==> src/rtl/segments2data_pkg.sv <==
// Shared constants, state type and helpers for the 7-segment bus receiver.
package segments2data_pkg;

    // Receiver FSM states.
    typedef enum logic [1:0] {
        COLLECT,
        CONVERT,
        DONE
    } state_t;

    // Active-low segment patterns {g,f,e,d,c,b,a}, same table the display driver uses.
    localparam logic [6:0] Esc0     = 7'h40;
    localparam logic [6:0] Esc1     = 7'h79;
    localparam logic [6:0] Esc2     = 7'h24;
    localparam logic [6:0] Esc3     = 7'h30;
    localparam logic [6:0] Esc4     = 7'h19;
    localparam logic [6:0] Esc5     = 7'h12;
    localparam logic [6:0] Esc6     = 7'h02;
    localparam logic [6:0] Esc7     = 7'h78;
    localparam logic [6:0] Esc8     = 7'h00;
    localparam logic [6:0] Esc9     = 7'h10;
    localparam logic [6:0] EscEmpty = 7'h7F;
    localparam logic [6:0] EscMinus = 7'h3F;

    // Non-numeric digit codes.
    localparam logic [3:0] BcdEmpty = 4'hA;
    localparam logic [3:0] BcdMinus = 4'hB;

    // Number of decimal digits needed to show every value below x.
    function automatic int unsigned clog10(input longint unsigned x);
        int unsigned     n;
        longint unsigned p;
        n = 0;
        p = 1;
        for (int i = 0; i < 20; i++) begin
            if (p < x) begin
                p = p * 10;
                n = n + 1;
            end
        end
        return n;
    endfunction

    // Segment pattern to {bad, code}; unknown patterns flag bad.
    function automatic logic [4:0] esc2bcd(input logic [6:0] seg);
        logic [4:0] res;
        case (seg)
            Esc0:     res = {1'b0, 4'd0};
            Esc1:     res = {1'b0, 4'd1};
            Esc2:     res = {1'b0, 4'd2};
            Esc3:     res = {1'b0, 4'd3};
            Esc4:     res = {1'b0, 4'd4};
            Esc5:     res = {1'b0, 4'd5};
            Esc6:     res = {1'b0, 4'd6};
            Esc7:     res = {1'b0, 4'd7};
            Esc8:     res = {1'b0, 4'd8};
            Esc9:     res = {1'b0, 4'd9};
            EscEmpty: res = {1'b0, BcdEmpty};
            EscMinus: res = {1'b0, BcdMinus};
            default:  res = {1'b1, 4'hF};
        endcase
        return res;
    endfunction

endpackage

==> src/rtl/segments2data_digit_capture.sv <==
// Input register, indicator legality, dwell stability counter and capture strobe.
module segments2data_digit_capture
    import segments2data_pkg::*;
#(
    parameter int unsigned ISize        = 3,
    parameter int unsigned IdxW         = 2,
    parameter int unsigned SettleCycles = 4
) (
    input  logic             i_clock,
    input  logic             i_reset,
    input  logic [ISize-1:0] i_indicators,
    input  logic [7:0]       i_segments,
    output logic             o_capture,
    output logic [IdxW-1:0]  o_index,
    output logic [6:0]       o_pattern
);

    logic [ISize-1:0] r_ind;
    logic [ISize-1:0] r_ind_prev;
    logic [6:0]       r_seg;
    logic [7:0]       r_cnt;
    logic             r_done;
    logic             w_same;
    logic             w_legal;
    logic             w_fire;
    logic [IdxW-1:0]  w_index;
    logic             w_unused_dp;

    // Decimal point carries no digit information.
    assign w_unused_dp = i_segments[7];

    // Single input register stage; reset to an all-high (idle, illegal) code.
    always_ff @(posedge i_clock) begin
        if (i_reset) begin
            r_ind      <= '1;
            r_ind_prev <= '1;
            r_seg      <= '1;
        end else begin
            r_ind      <= i_indicators;
            r_ind_prev <= r_ind;
            r_seg      <= i_segments[6:0];
        end
    end

    assign w_same  = (r_ind == r_ind_prev);
    assign w_legal = $onehot(~r_ind);
    assign w_fire  = w_same && w_legal && !r_done && (r_cnt == 8'(SettleCycles - 1));

    // Stability counter; r_done blocks a second capture within the same dwell.
    always_ff @(posedge i_clock) begin
        if (i_reset) begin
            r_cnt  <= '0;
            r_done <= 1'b0;
        end else if (!w_same) begin
            r_cnt  <= '0;
            r_done <= 1'b0;
        end else if (!w_legal) begin
            r_cnt  <= '0;
        end else begin
            if (r_cnt < 8'(SettleCycles - 1)) begin
                r_cnt <= r_cnt + 8'd1;
            end
            if (w_fire) begin
                r_done <= 1'b1;
            end
        end
    end

    // Position of the low indicator bit; only meaningful when the code is legal.
    always_comb begin
        w_index = '0;
        for (int unsigned k = 0; k < ISize; k++) begin
            if (!r_ind[k]) begin
                w_index = IdxW'(k);
            end
        end
    end

    assign o_capture = w_fire;
    assign o_index   = w_index;
    assign o_pattern = r_seg;

endmodule

==> src/rtl/segments2data.sv <==
// Multiplexed 7-segment bus receiver: collects one scan of digits, converts to binary.
module segments2data
    import segments2data_pkg::*;
#(
    parameter int unsigned Size         = 4,
    parameter string       Signed       = "No",
    parameter int unsigned SettleCycles = 4,
    localparam bit          IsSigned    = (Signed != "No"),
    localparam int unsigned ISize       = IsSigned ? clog10(64'(1) << (Size - 1)) + 1
                                                   : clog10(64'(1) << Size)
) (
    input  logic             i_clock,
    input  logic             i_reset,
    input  logic [ISize-1:0] i_indicators,
    input  logic [7:0]       i_segments,
    output logic [Size-1:0]  o_data,
    output logic             o_valid,
    output logic             o_error
);

    localparam int unsigned     AccW      = Size + 4;
    localparam int unsigned     IdxW      = (ISize > 1) ? $clog2(ISize) : 1;
    localparam int unsigned     MagDigits = IsSigned ? ISize - 1 : ISize;
    localparam logic [IdxW-1:0] FirstIdx  = IdxW'(MagDigits - 1);
    localparam logic [AccW-1:0] Limit     = AccW'(1) << (IsSigned ? Size - 1 : Size);

    logic                  w_capture;
    logic [IdxW-1:0]       w_index;
    logic [6:0]            w_pattern;
    logic [4:0]            w_decoded;

    logic [ISize-1:0][3:0] r_digit;
    logic [ISize-1:0]      r_bad;
    logic [ISize-1:0]      r_seen;
    logic [ISize-1:0][3:0] r_snap_digit;
    logic [ISize-1:0]      r_snap_bad;
    logic [IdxW-1:0]       r_step;
    logic [AccW-1:0]       r_acc;
    logic [Size-1:0]       r_data;
    logic                  r_valid;
    logic                  r_error;

    state_t                r_state;
    state_t                w_state_next;
    logic                  w_snapshot;
    logic                  w_step;
    logic                  w_finish;
    logic                  w_reject;
    logic                  w_sign_minus;
    logic [Size-1:0]       w_data_new;

    segments2data_digit_capture #(
        .ISize        (ISize),
        .IdxW         (IdxW),
        .SettleCycles (SettleCycles)
    ) u_capture (
        .i_clock      (i_clock),
        .i_reset      (i_reset),
        .i_indicators (i_indicators),
        .i_segments   (i_segments),
        .o_capture    (w_capture),
        .o_index      (w_index),
        .o_pattern    (w_pattern)
    );

    assign w_decoded = esc2bcd(w_pattern);

    // Digit collection; a capture landing on the snapshot clock starts the next frame.
    always_ff @(posedge i_clock) begin
        if (i_reset) begin
            r_digit <= '0;
            r_bad   <= '0;
            r_seen  <= '0;
        end else begin
            if (w_snapshot) begin
                r_seen <= '0;
                r_bad  <= '0;
            end
            if (w_capture) begin
                r_digit[w_index] <= w_decoded[3:0];
                r_bad[w_index]   <= w_decoded[4];
                r_seen[w_index]  <= 1'b1;
            end
        end
    end

    // FSM state register.
    always_ff @(posedge i_clock) begin
        if (i_reset) begin
            r_state <= COLLECT;
        end else begin
            r_state <= w_state_next;
        end
    end

    // FSM next-state logic.
    always_comb begin
        w_state_next = r_state;
        unique case (r_state)
            COLLECT: if (&r_seen) w_state_next = CONVERT;
            CONVERT: if (r_step == '0) w_state_next = DONE;
            DONE:    w_state_next = COLLECT;
            default: w_state_next = COLLECT;
        endcase
    end

    // FSM output decode.
    always_comb begin
        w_snapshot = 1'b0;
        w_step     = 1'b0;
        w_finish   = 1'b0;
        unique case (r_state)
            COLLECT: w_snapshot = &r_seen;
            CONVERT: w_step = 1'b1;
            DONE:    w_finish = 1'b1;
            default: ;
        endcase
    end

    // Snapshot and serial BCD-to-binary accumulation, most significant digit first.
    always_ff @(posedge i_clock) begin
        if (i_reset) begin
            r_snap_digit <= '0;
            r_snap_bad   <= '0;
            r_step       <= '0;
            r_acc        <= '0;
        end else if (w_snapshot) begin
            r_snap_digit <= r_digit;
            r_snap_bad   <= r_bad;
            r_step       <= FirstIdx;
            r_acc        <= '0;
        end else if (w_step) begin
            r_acc <= r_acc * AccW'(10) + AccW'(r_snap_digit[r_step]);
            if (r_step != '0) begin
                r_step <= r_step - IdxW'(1);
            end
        end
    end

    // Frame acceptance check and result formatting.
    always_comb begin
        w_reject     = |r_snap_bad;
        w_sign_minus = 1'b0;
        for (int unsigned k = 0; k < MagDigits; k++) begin
            if (r_snap_digit[k] > 4'd9) begin
                w_reject = 1'b1;
            end
        end
        if (IsSigned) begin
            w_sign_minus = (r_snap_digit[ISize-1] == BcdMinus);
            if ((r_snap_digit[ISize-1] != BcdEmpty) && !w_sign_minus) begin
                w_reject = 1'b1;
            end
        end
        if (r_acc >= Limit) begin
            w_reject = 1'b1;
        end
        // Accepted signed magnitudes are below 2^(Size-1), so the top bit is free for the sign.
        w_data_new = r_acc[Size-1:0];
        if (IsSigned) begin
            w_data_new[Size-1] = w_sign_minus;
        end
    end

    // Registered outputs: one-clock Valid or Error after DONE.
    always_ff @(posedge i_clock) begin
        if (i_reset) begin
            r_data  <= '0;
            r_valid <= 1'b0;
            r_error <= 1'b0;
        end else begin
            r_valid <= 1'b0;
            r_error <= 1'b0;
            if (w_finish) begin
                if (w_reject) begin
                    r_error <= 1'b1;
                end else begin
                    r_valid <= 1'b1;
                    r_data  <= w_data_new;
                end
            end
        end
    end

    assign o_data  = r_data;
    assign o_valid = r_valid;
    assign o_error = r_error;

endmodule

==> config.mk <==
export PLATFORM = sky130hd
export DESIGN_NAME = segments2data
export DESIGN_NICKNAME = d
export VERILOG_FILES = /design/src/rtl/segments2data_pkg.sv /design/src/rtl/segments2data_digit_capture.sv /design/src/rtl/segments2data.sv
export SDC_FILE = /design/constraint.sdc
export NUM_CORES = 1
export LEC_CHECK = 0
export ABC_CLOCK_PERIOD_IN_PS = 4600
export BUFFER_PORTS_ARGS = -buffer_cell sky130_fd_sc_hd__buf_2
export CAP_MARGIN = 10
export CELL_PAD_IN_SITES_DETAIL_PLACEMENT = 1
export CELL_PAD_IN_SITES_GLOBAL_PLACEMENT = 1
export CORE_MARGIN = 4
export CORE_UTILIZATION = 45
export DETAILED_ROUTE_END_ITERATION = 7
export PLACE_DENSITY_LB_ADDON = 0.25
export SLEW_MARGIN = 10
export SYNTH_ARGS = -nofsm -noshare
export SYNTH_HDL_FRONTEND = slang
export SYNTH_SLANG_ARGS = --single-unit
==> constraint.sdc <==
create_clock -name i_clock -period 4.6 [get_ports i_clock]
set_clock_uncertainty 0.2 [all_clocks]
set_input_delay 0.46 -clock i_clock [delete_from_list [all_inputs] [get_ports i_clock]]
set_output_delay 0.46 -clock i_clock [all_outputs]
set_load 0.05 [all_outputs]
### After elaboration in Yosys (flattened, before gate mapping)

Index checks and enable logic that the tools add are counted.

* register bits: 59
* latch bits: 0
* memory bits (writable): 0
* ROM bits: 0
* input bits: 12
* output and inout bits: 6
* word-level logic and storage cells: 101
* memories kept: 0

* add/sub/neg operators: 4
* $mul: 1
* div/mod/pow operators: 0
* $lt $le $gt $ge: 7
* eq/ne operators: 18
* shift-type cells: 0
* multiplexer cells: 30
* bitwise logic cells: 6
* reductions and logical operators: 17

Operators by type and width (number)
* case mux 5 bit (12 select lines): 1
* == test 7 bit, second input constant: 4
* == test 7 x 5 -> 1 bit, second input constant: 3
* == test 7 x 6 -> 1 bit, second input constant: 3
* 2-to-1 mux 2 bit: 8
* 2-to-1 mux 1 bit: 13
* 2-to-1 mux 4 bit: 3
* adder 8 x 1 -> 8 bit, second input constant: 1
* adder 8 x 4 -> 8 bit: 1
* bitwise mux 8 bit: 1
* == test 8 x 2 -> 1 bit, second input constant: 1
* >= comparator 8 x 5 -> 1 bit, second input constant: 1
* > comparator 4 bit, second input constant: 2
* less-than comparator 8 x 2 -> 1 bit, second input constant: 1
* multiplier 8 x 3 -> 7 bit, second input constant: 1
* AND reduction 2 bit: 4
* OR reduction 2 bit: 4
* == test 7 x 2 -> 1 bit, second input constant: 1
* logical NOT 7 bit: 1
* demux 4 bit (select 1 bit): 1
* == test 2 x 1 -> 1 bit, second input constant: 2
* logical AND 1 bit: 4
* less-than comparator 1 x 2 -> 1 bit, second input constant: 2
* != test 2 bit, second input constant: 2
* other kinds (15): 18

### Depth between registers and ports, before layout

Gate-level depths: netlist of run 1.

* depth after elaboration: 7
* depth in mapped cells: 9
* gate-level depth less buffers: 8

### Hierarchy

Synthesis of run 1 repeated with hierarchy kept, for this count alone.

* cells, all modules: 293
* area, all modules: 2658.8 µm²

By module, submodules not included
* segments2data: times used 1, cells an instance 232, area each 1974.4 µm², seq. area each 780.7 µm²
* segments2data_digit_capture: times used 1, cells an instance 61, area each 684.4 µm², seq. area each 400.4 µm²

### Worst setup path after synthesis of run 1

OpenSTA, ideal clock, no wires.

* path type: reg-to-reg
* start: register u_capture.r_cnt[7]
* end: register r_digit[1] in the netlist's numbering
* library setup time: 0.146 ns
* arrival time: 2.105 ns
* required time: 4.254 ns
* path slack: 2.149 ns
* stages on the path, launching flop included: 6
* buffers on the path: 0
* clock period less this slack: 2.451 ns
* cells stage by stage: dfxtp_1 > or4_4 > or4b_4 > or4_4 > nor3_2 > a211oi_1

* cells in the longest elaborated chain, start to end: 2

Ends and longest elaborated chain
* from (decl): RTL line segments2data_digit_capture.sv:21 `logic [7:0] r_cnt;`
* from (signal assigned): RTL line segments2data_digit_capture.sv:61 `r_cnt <= r_cnt + 8'd1;`
* == test 8 x 2 -> 1 bit: RTL line segments2data_digit_capture.sv:47 `assign w_fire = w_same && w_legal && !r_done && (r_cnt == 8'(SettleCycles - 1));`
* logical AND 1 bit: RTL line segments2data_digit_capture.sv:47
* to (signal, indexed assignment): RTL line segments2data.sv:80 `r_digit[w_index] <= w_decoded[3:0];`
* to (decl): RTL line segments2data.sv:32 `logic [ISize-1:0][3:0] r_digit;`

Every way passes these cells.
A chain may end at the register's enable or synchronous reset.

### Worst setup path after layout of run 1

* start: register r_step
* end: register r_acc[7]

* cells in the longest elaborated chain, start to end: 3

Ends and longest elaborated chain
* from (decl): RTL line segments2data.sv:37 `logic [IdxW-1:0] r_step;`
* from (signal assigned): RTL line segments2data.sv:130 `r_step <= FirstIdx;`
* from (signal assigned): RTL line segments2data.sv:135 `r_step <= r_step - IdxW'(1);`
* 2-to-1 mux 4 bit (implied by the code) (2 in series): RTL line segments2data.sv:133 `r_acc <= r_acc * AccW'(10) + AccW'(r_snap_digit[r_step]);`
* adder 8 x 4 -> 8 bit: RTL line segments2data.sv:133
* to (signal assigned): RTL line segments2data.sv:133
* to (decl): RTL line segments2data.sv:38 `logic [AccW-1:0] r_acc;`

Every way passes these cells. The select of a mux whose other input is x is not followed.

==> results of run 1 <==
-- per-layer routing --
metal | track usage (%) | up-vias | wire, µm | part of all wire [%]
met1 | 20.51 | 975 | 2515 | 43
met5 | 0 | - | 0 | 0
met4 | 8.489 | 0 | 116 | 2.0
met2 | 31.17 | 31 | 2977 | 51
li1 | - | 1031 | - | -
met3 | 3.689 | 11 | 184 | 3.2
-- Yosys cell counts (5+ instances only) --
| cell type | count | share of area [%] |
|---|---|---|
| a211oi_1 | 6 | 1.7 |
| a21oi_1 | 23 | 4.3 |
| and2_1 | 6 | 1.4 |
| clkbuf_1 | 12 | 1.7 |
| dfxtp_1 | 59 | 44 |
| ha_1 | 11 | 5.2 |
| mux2i_1 | 7 | 2.6 |
| nand2_1 | 40 | 5.6 |
| nor2_1 | 21 | 3.0 |
| nor4_1 | 6 | 1.4 |
| or2_2 | 13 | 3.1 |
| xnor2_1 | 5 | 1.6 |
| xor2_1 | 5 | 1.6 |
-- worst max path at each step --
stage | start | endpoint | slack (ns)
2_1_floorplan | u_capture.r_cnt[7]$_SDFFE_PP0N_ | r_digit[1]$_SDFFE_PP0P_ | 2.15
3_3_place_gp | u_capture.r_cnt[7]$_SDFFE_PP0N_ | r_bad[0]$_SDFF_PP0_ | 2.07
3_5_place_dp | r_acc[1]$_SDFFE_PP0P_ | r_acc[7]$_SDFFE_PP0P_ | 1.96
4_1_cts | r_step$_SDFFE_PP0P_ | r_acc[7]$_SDFFE_PP0P_ | 1.95
5_1_grt | r_acc[1]$_SDFFE_PP0P_ | r_acc[7]$_SDFFE_PP0P_ | 1.79
6_report | r_step$_SDFFE_PP0P_ | r_acc[7]$_SDFFE_PP0P_ | 1.99
-- stage by stage --
stage	cell area (µm²)	power [mW]	hold WS, ns	cells	util (%)
3_5_place_dp	2744	0.5719	0.2470	357	48.93
2_1_floorplan	2658	0.5631	0.2309	285	-
5_1_grt	2992	1.193	0.09300	373	53.35
3_3_place_gp	2744	0.5699	0.2409	357	48.93
4_1_cts	2992	1.162	0.08681	373	53.35
6_report	2992	1.150	0.09598	373	53.35
-- layout make-up --
class	count	share of cell area [%]
Multi-Input combinational cell	210	46.55
Sequential cell	59	39.48
Clock buffer	9	4.141
Clock inverter	7	4.141
Tap cell	72	3.011
Timing Repair Buffer	16	2.677
-- flip-flops by register name, indices dropped and copies added, names as in the netlist --
name                  cells
o_data                    4
o_error                   1
o_valid                   1
r_acc                     8
r_bad                     2
r_digit                   8
r_seen                    2
r_snap_bad                2
r_snap_digit              8
r_state                   2
r_step                    1
u_capture.o_pattern       7
u_capture.r_cnt           8
u_capture.r_done          1
u_capture.r_ind           2
u_capture.r_ind_prev      2
-- critical path: stages (launching register included) --
cell and delay (ns):
dfxtp_1 0.49, mux2_2 0.38, ha_1 0.21, fa_1 0.43, a21o_1 0.20, nand4_1 0.11
xnor2_1 0.14, xnor2_1 0.11, a211oi_1 0.25
-- power groups by stage --
stage / clock network, mW / registers (mW) / logic, mW
6_report: 0.590 / 0.525 / 0.0347
5_1_grt: 0.626 / 0.527 / 0.0398
4_1_cts: 0.602 / 0.525 / 0.0354
3_5_place_dp: 0 / 0.537 / 0.0349
3_3_place_gp: 0 / 0.536 / 0.0334
2_1_floorplan: 0 / 0.530 / 0.0328
-- logic make-up after synthesis --
family                     Yosys count  share of synthesized area, %
and+or+nand+nor                    122                         25.09
AOI/OAI and AO/OA                   54                         12.99
xor gates and xnor gates            10                         3.296
muxes                               11                         4.331
buffers and inverters               16                         3.154
adders and majority gates           13                         6.685
DFF                                 59                         44.44
==> run summary, run 1 <==
Quantity of I/O buffers inserted on ports: 16
Number of max-slew violations in the final report: 0
Floorplan die height: 84.85 µm
Hold path cells: 2
Highest clock frequency the design can meet: 0.3834 GHz
Fraction of power consumed by sequential logic: 45.7%
Mapped cell area: 2658 µm²
Endpoint with the worst hold slack: u_capture.o_pattern[3]$_SDFF_PP1_
Setup TNS: 0 ns
Grt ovf: 0
Maximum Capacitance Violations: 0
Width of the chip: 84.85 µm
Total Die Area: 7200 µm²
Sequential-to-total area share from yosys stat: 44.44%
Cell at the root of the clock tree: clkbuf_8
Hold Violations, Final: 0
Crit Reg-Reg Startpoint: r_step$_SDFFE_PP0P_
Worst endpoint data arrival time: 2.65 ns
Number of flip-flops and latches in the synthesized netlist: 59
Diodes inserted: 0
Sequential cell area: 1181 µm²
Peak supply drop: 0.2104 mV
Routability congestion estimate: 0.7535
Synth Flop Type: dfxtp_1
Starting utilization of the core area: 47.39%
Syn Inst Count: 285
Maximum count of clock buffers along a single path: 2
TritonCTS clock tree: built
Clock network power share: 51.3%
Unrepaired setup endpoints after global routing: no
Initial detailed-routing violation count: 64
Post-route minimum period: 2.608 ns
Register-to-register path setup slack: 1.99 ns
Number of global-route vias before repair: 2153
Post-synthesis to final-layout area growth: 12.57%
Number of hold-repair buffers added at the cts stage: 0
Post-CTS Repair Setup Buffers: 0
Post-route DRC: 0
Register-to-Register Path Depth: 8
Routed wire per std cell: 15.53 µm
Synth Warn #: 0
Pre-CTS worst setup slack: 1.963 ns
Critical hold path startpoint: i_segments[3]
Syn_nets: 310
# setup viols final: 0
First-pass GRT wire length: 10.16 mm
Switching portion of total power: 22.16%
Reg-to-reg critical path endpoint: r_acc[7]$_SDFFE_PP0P_
Data required time of the worst path: 4.64 ns
Yosys cell types: 51
Nets: 321
Pwr dens: 384.4 nW/µm²
Combinational group share of total power: 3.0%
Drt via density: 5.491
HPWL Detailed: 3.928 mm
Fraction of synthesis flops using an asynchronous set or reset pin: 0%
Number of top-level design ports: 18
CTS sink cnt: 59
Kind of start point of the critical path: flip-flop
Number of gates resized after cts: 0
Combined area of the multi-input logic cells: 1393 µm²
Status: complete, no violations
Start-to-end type of the worst setup path: reg -> reg
Kind of end point of the critical path: flip-flop
Clock-pin transition on the worst setup and hold timing paths: 0.07 ns
Proportion of layout cells with a drive suffix above 1: 19.27%
Post-route ant nets: 0
Post-synthesis area per instance: 9.325 µm²
P_leak: 1.202 nW
Insertion delay to the later sink of the worst-skew pair: 0.34 ns
Core region area: 5608 µm²
Worst Slack Setup Final: 1.992 ns
First-pass detailed-route iteration total: 4
Maximum number of pins on one net before global-route repair: 47
Net Sw Power: 0.2548 mW
Total CTS buffers: 9
Fill cell count: 687
Actual transition at the worst max-transition pin: 1.019 ns
CP max FO: 7
CTS H-tree depth: 3
Antenna violations before repair: 0
Worst slew margin relative to its limit: 31.91%
DR vias: 2048
Portion of the clock cycle consumed by the worst path in the final layout: 56.69%
Leading cell type in the layout, fill and taps excluded: dfxtp_1
Internal cell power: 0.8951 mW
All-layer global routing usage: 17.74%
Commonest non-fill, non-tap cells in the layout: dfxtp_1, nand2_1, a21oi_1
Drt total wl: 5.793 mm
Min-delay worst type: in -> reg
Standard-cell rows: 27
EDFF count, synth: 0
No activity file was read; power rests on OpenSTA's default activity.
==> run 2: changes to the inputs <==
--- a/config.mk
+++ b/config.mk
@@ -5,13 +5,14 @@
 export SDC_FILE = /design/constraint.sdc
 export NUM_CORES = 1
 export LEC_CHECK = 0
-export ABC_CLOCK_PERIOD_IN_PS = 4600
+export ABC_AREA = 1
+export ABC_CLOCK_PERIOD_IN_PS = 2600
 export BUFFER_PORTS_ARGS = -buffer_cell sky130_fd_sc_hd__buf_2
 export CAP_MARGIN = 10
 export CELL_PAD_IN_SITES_DETAIL_PLACEMENT = 1
 export CELL_PAD_IN_SITES_GLOBAL_PLACEMENT = 1
 export CORE_MARGIN = 4
-export CORE_UTILIZATION = 45
+export CORE_UTILIZATION = 43
 export DETAILED_ROUTE_END_ITERATION = 7
 export PLACE_DENSITY_LB_ADDON = 0.25
 export SLEW_MARGIN = 10
==> constraint.sdc (replaced) <==
create_clock -name i_clock -period 2.6 [get_ports i_clock]
set_clock_uncertainty 0.2 [all_clocks]
set_input_delay 0.26 -clock i_clock [delete_from_list [all_inputs] [get_ports i_clock]]
set_output_delay 0.26 -clock i_clock [all_outputs]
set_load 0.05 [all_outputs]
==> run summary, run 2 <==
Post-detailed-placement cell area: 2813 µm²
Cell at the root of the clock tree: clkbuf_8
CTS sink cnt: 59
Share of the synthesized area in the top cell type: 44.57%
Number of gates resized after cts: 0
HPWL Detailed: 4.324 mm
TritonCTS clock tree: built
Leading cell type by number of instances after synthesis: nand2_1
Clock network power share: 40.7%
Floorplan die height: 86.51 µm
Reg-to-reg critical path endpoint: r_acc[7]$_SDFFE_PP0P_
Sequential-to-total area share from yosys stat: 44.57%
Syn_nets: 386
Number of global-route vias before repair: 2414
Top cell types by occurrence after synthesis: nand2_1, dfxtp_1, nor2_1
Status: complete, no violations
Register-to-register path setup slack: 0.27 ns
Register-to-Register Path Depth: 10
Combinational group share of total power: 4.5%
Post-route minimum period: 2.332 ns
Drt total wl: 6.014 mm
Worst endpoint data arrival time: 2.37 ns
Synth Flop Type: dfxtp_1
First-pass GRT wire length: 10.84 mm
Routed wire per std cell: 12.74 µm
Diodes inserted: 0
Maximum number of pins on one net before global-route repair: 29
Yosys cell types: 27
Initial detailed-routing violation count: 97
Total Die Area: 7483 µm²
Area of all placed cells without fillers: 3063 µm²
Switching portion of total power: 23.93%
Standard-cell rows: 28
All-layer global routing usage: 18.42%
Net Sw Power: 0.4033 mW
Number of top-level design ports: 18
Post-route ant nets: 0
Hold Violations, Final: 0
Largest area contributor in the netlist: dfxtp_1
Worst Slack Setup Final: 0.2684 ns
# setup viols final: 0
Maximum count of clock buffers along a single path: 2
Total CTS buffers: 9
Drt via density: 4.960
Internal cell power: 1.282 mW
First-pass detailed-route iteration total: 4
Number of max-slew violations in the final report: 0
Nets: 417
Maximum Capacitance Violations: 0
Syn Inst Count: 361
Post-synthesis to final-layout area growth: 15.58%
Kind of start point of the critical path: flip-flop
Endpoint with the worst hold slack: o_valid$_SDFF_PP0_
Worst slew margin relative to its limit: 66.98%
Routability congestion estimate: 0.7949
Fraction of synthesis flops using an asynchronous set or reset pin: 0%
Mapped cell area: 2650 µm²
Pre-CTS worst setup slack: 0.2733 ns
Data required time of the worst path: 2.64 ns
Actual transition at the worst max-transition pin: 0.4953 ns
Antenna violations before repair: 0
Highest clock frequency the design can meet: 0.4289 GHz
Fraction of power consumed by sequential logic: 54.8%
Kind of end point of the critical path: flip-flop
Leading cell type in the layout, fill and taps excluded: nand2_1
Crit Reg-Reg Startpoint: r_acc[1]$_SDFFE_PP0P_
CP max FO: 5
CTS H-tree depth: 3
DR vias: 2341
Core region area: 5956 µm²
Synth Warn #: 0
Start-to-end type of the worst setup path: reg -> reg
Commonest non-fill, non-tap cells in the layout: nand2_1, dfxtp_1, nor2_1
Peak supply drop: 0.4205 mV
Critical hold path startpoint: i_reset
P_leak: 1.451 nW
EDFF count, synth: 0
Pwr dens: 550.2 nW/µm²
Width of the chip: 86.51 µm
Quantity of I/O buffers inserted on ports: 16
Min-delay worst type: in -> reg
Hold path cells: 2
Clock-pin transition on the worst setup and hold timing paths: 0.07 ns
Post-route DRC: 0
Grt ovf: 0
Unrepaired setup endpoints after global routing: no
Top cells by area, synth: dfxtp_1, nand2_1, nor2_1, inv_1, a21oi_1
Post-route worst hold slack: 0.1702 ns
Number of flip-flops and latches in the synthesized netlist: 59
Post-synthesis area per instance: 7.341 µm²
Insertion delay to the later sink of the worst-skew pair: 0.34 ns
Setup TNS: 0 ns
Portion of the clock cycle consumed by the worst path in the final layout: 89.68%
Starting utilization of the core area: 44.50%
Proportion of layout cells with a drive suffix above 1: 11.84%
[run 2: cell types whose count changed after synthesis, moves of 5 or more]
cell and delta:
o21ai_0 +15, nand2_1 +37, nor4_1 -5, clkbuf_1 -5, and2_1 -6, inv_1 +42, nor2_1 +30, a211oi_1 -5
a21oi_1 +6, mux2i_1 -7, nand3_1 +21
[run 2: worst max path at each step]
stage                                from               endpoint  slack, ns  depth (start not counted)
global placement    r_acc[1]$_SDFFE_PP0P_  r_acc[7]$_SDFFE_PP0P_       0.34                         10
global route          r_step$_SDFFE_PP0P_  r_acc[7]$_SDFFE_PP0P_       0.01                         13
floorplan           r_acc[1]$_SDFFE_PP0P_  r_acc[6]$_SDFFE_PP0P_       0.49                          7
CTS                 r_acc[1]$_SDFFE_PP0P_  r_acc[7]$_SDFFE_PP0P_       0.24                         10
finish              r_acc[1]$_SDFFE_PP0P_  r_acc[7]$_SDFFE_PP0P_       0.27                         10
detailed placement  r_acc[1]$_SDFFE_PP0P_  r_acc[7]$_SDFFE_PP0P_       0.27                         10
[run 2: cells by family (layout without fill, tap and decap cells)]
kind of cell | Yosys count | count (layout) | share of synthesized area (%)
simple gates | 173 | 173 | 27.34
flops | 59 | 59 | 44.57
compound gates | 54 | 54 | 10.86
buf+inv | 53 | 89 | 7.554
fa+ha+maj | 13 | 13 | 6.704
xor+xnor | 9 | 9 | 2.975
[run 2: critical path, stage by stage, from the launching register on]
cell and delay (ns):
dfxtp_1 0.45, ha_1 0.28, ha_1 0.23, fa_1 0.56, nand2_1 0.08, nor2_1 0.14, inv_1 0.06, nand2_1 0.06
nand3_1 0.06, nand2_1 0.07, inv_1 0.03
[run 2: power by group through the flow]
stage	Sequential, mW	Clock (mW)	Combinational, mW
2_1_floorplan	0.942	0	0.0457
5_1_grt	0.925	0.757	0.0854
4_1_cts	0.924	0.712	0.0747
3_3_place_gp	0.944	0	0.0613
6_report	0.924	0.686	0.0751
3_5_place_dp	0.944	0	0.0639
[run 2: stage by stage]
step	instances	power (mW)	utilization, %
global placement	447	1.005	47.23
floorplan	361	0.9875	-
detailed placement	447	1.008	47.23
finish	472	1.685	51.43
CTS	472	1.711	51.43
global route	472	1.767	51.43
[run 2: area by class of cell]
class                           instances  area (µm²)
Clock inverter                          6       32.53
Timing Repair Buffer                   27       185.2
Fill cell                             785        2893
Sequential cell                        59        1181
Clock buffer                           10       127.6
Multi-Input combinational cell        249        1269
Tap cell                               75       93.84
Inverter                               46       173.9
[run 2: routing by layer]
layer  track usage (%)  up-vias  part of all wire, %  routed length [µm]
met5                 0        -                    0                   0
met4             4.816        0                 0.86                  52
met3             6.274        4                  3.3                 200
met2             33.03       29                   53                3163
met1             20.78     1098                   43                2597
li1                  -     1210                    -                   -
[run 2: repair_timing]
action,4_1_cts,5_1_grt
buffers inserted,0,0
hold buffers,9,0
setup endpoints to repair,0,0
endpoints found under the hold margin,9,0
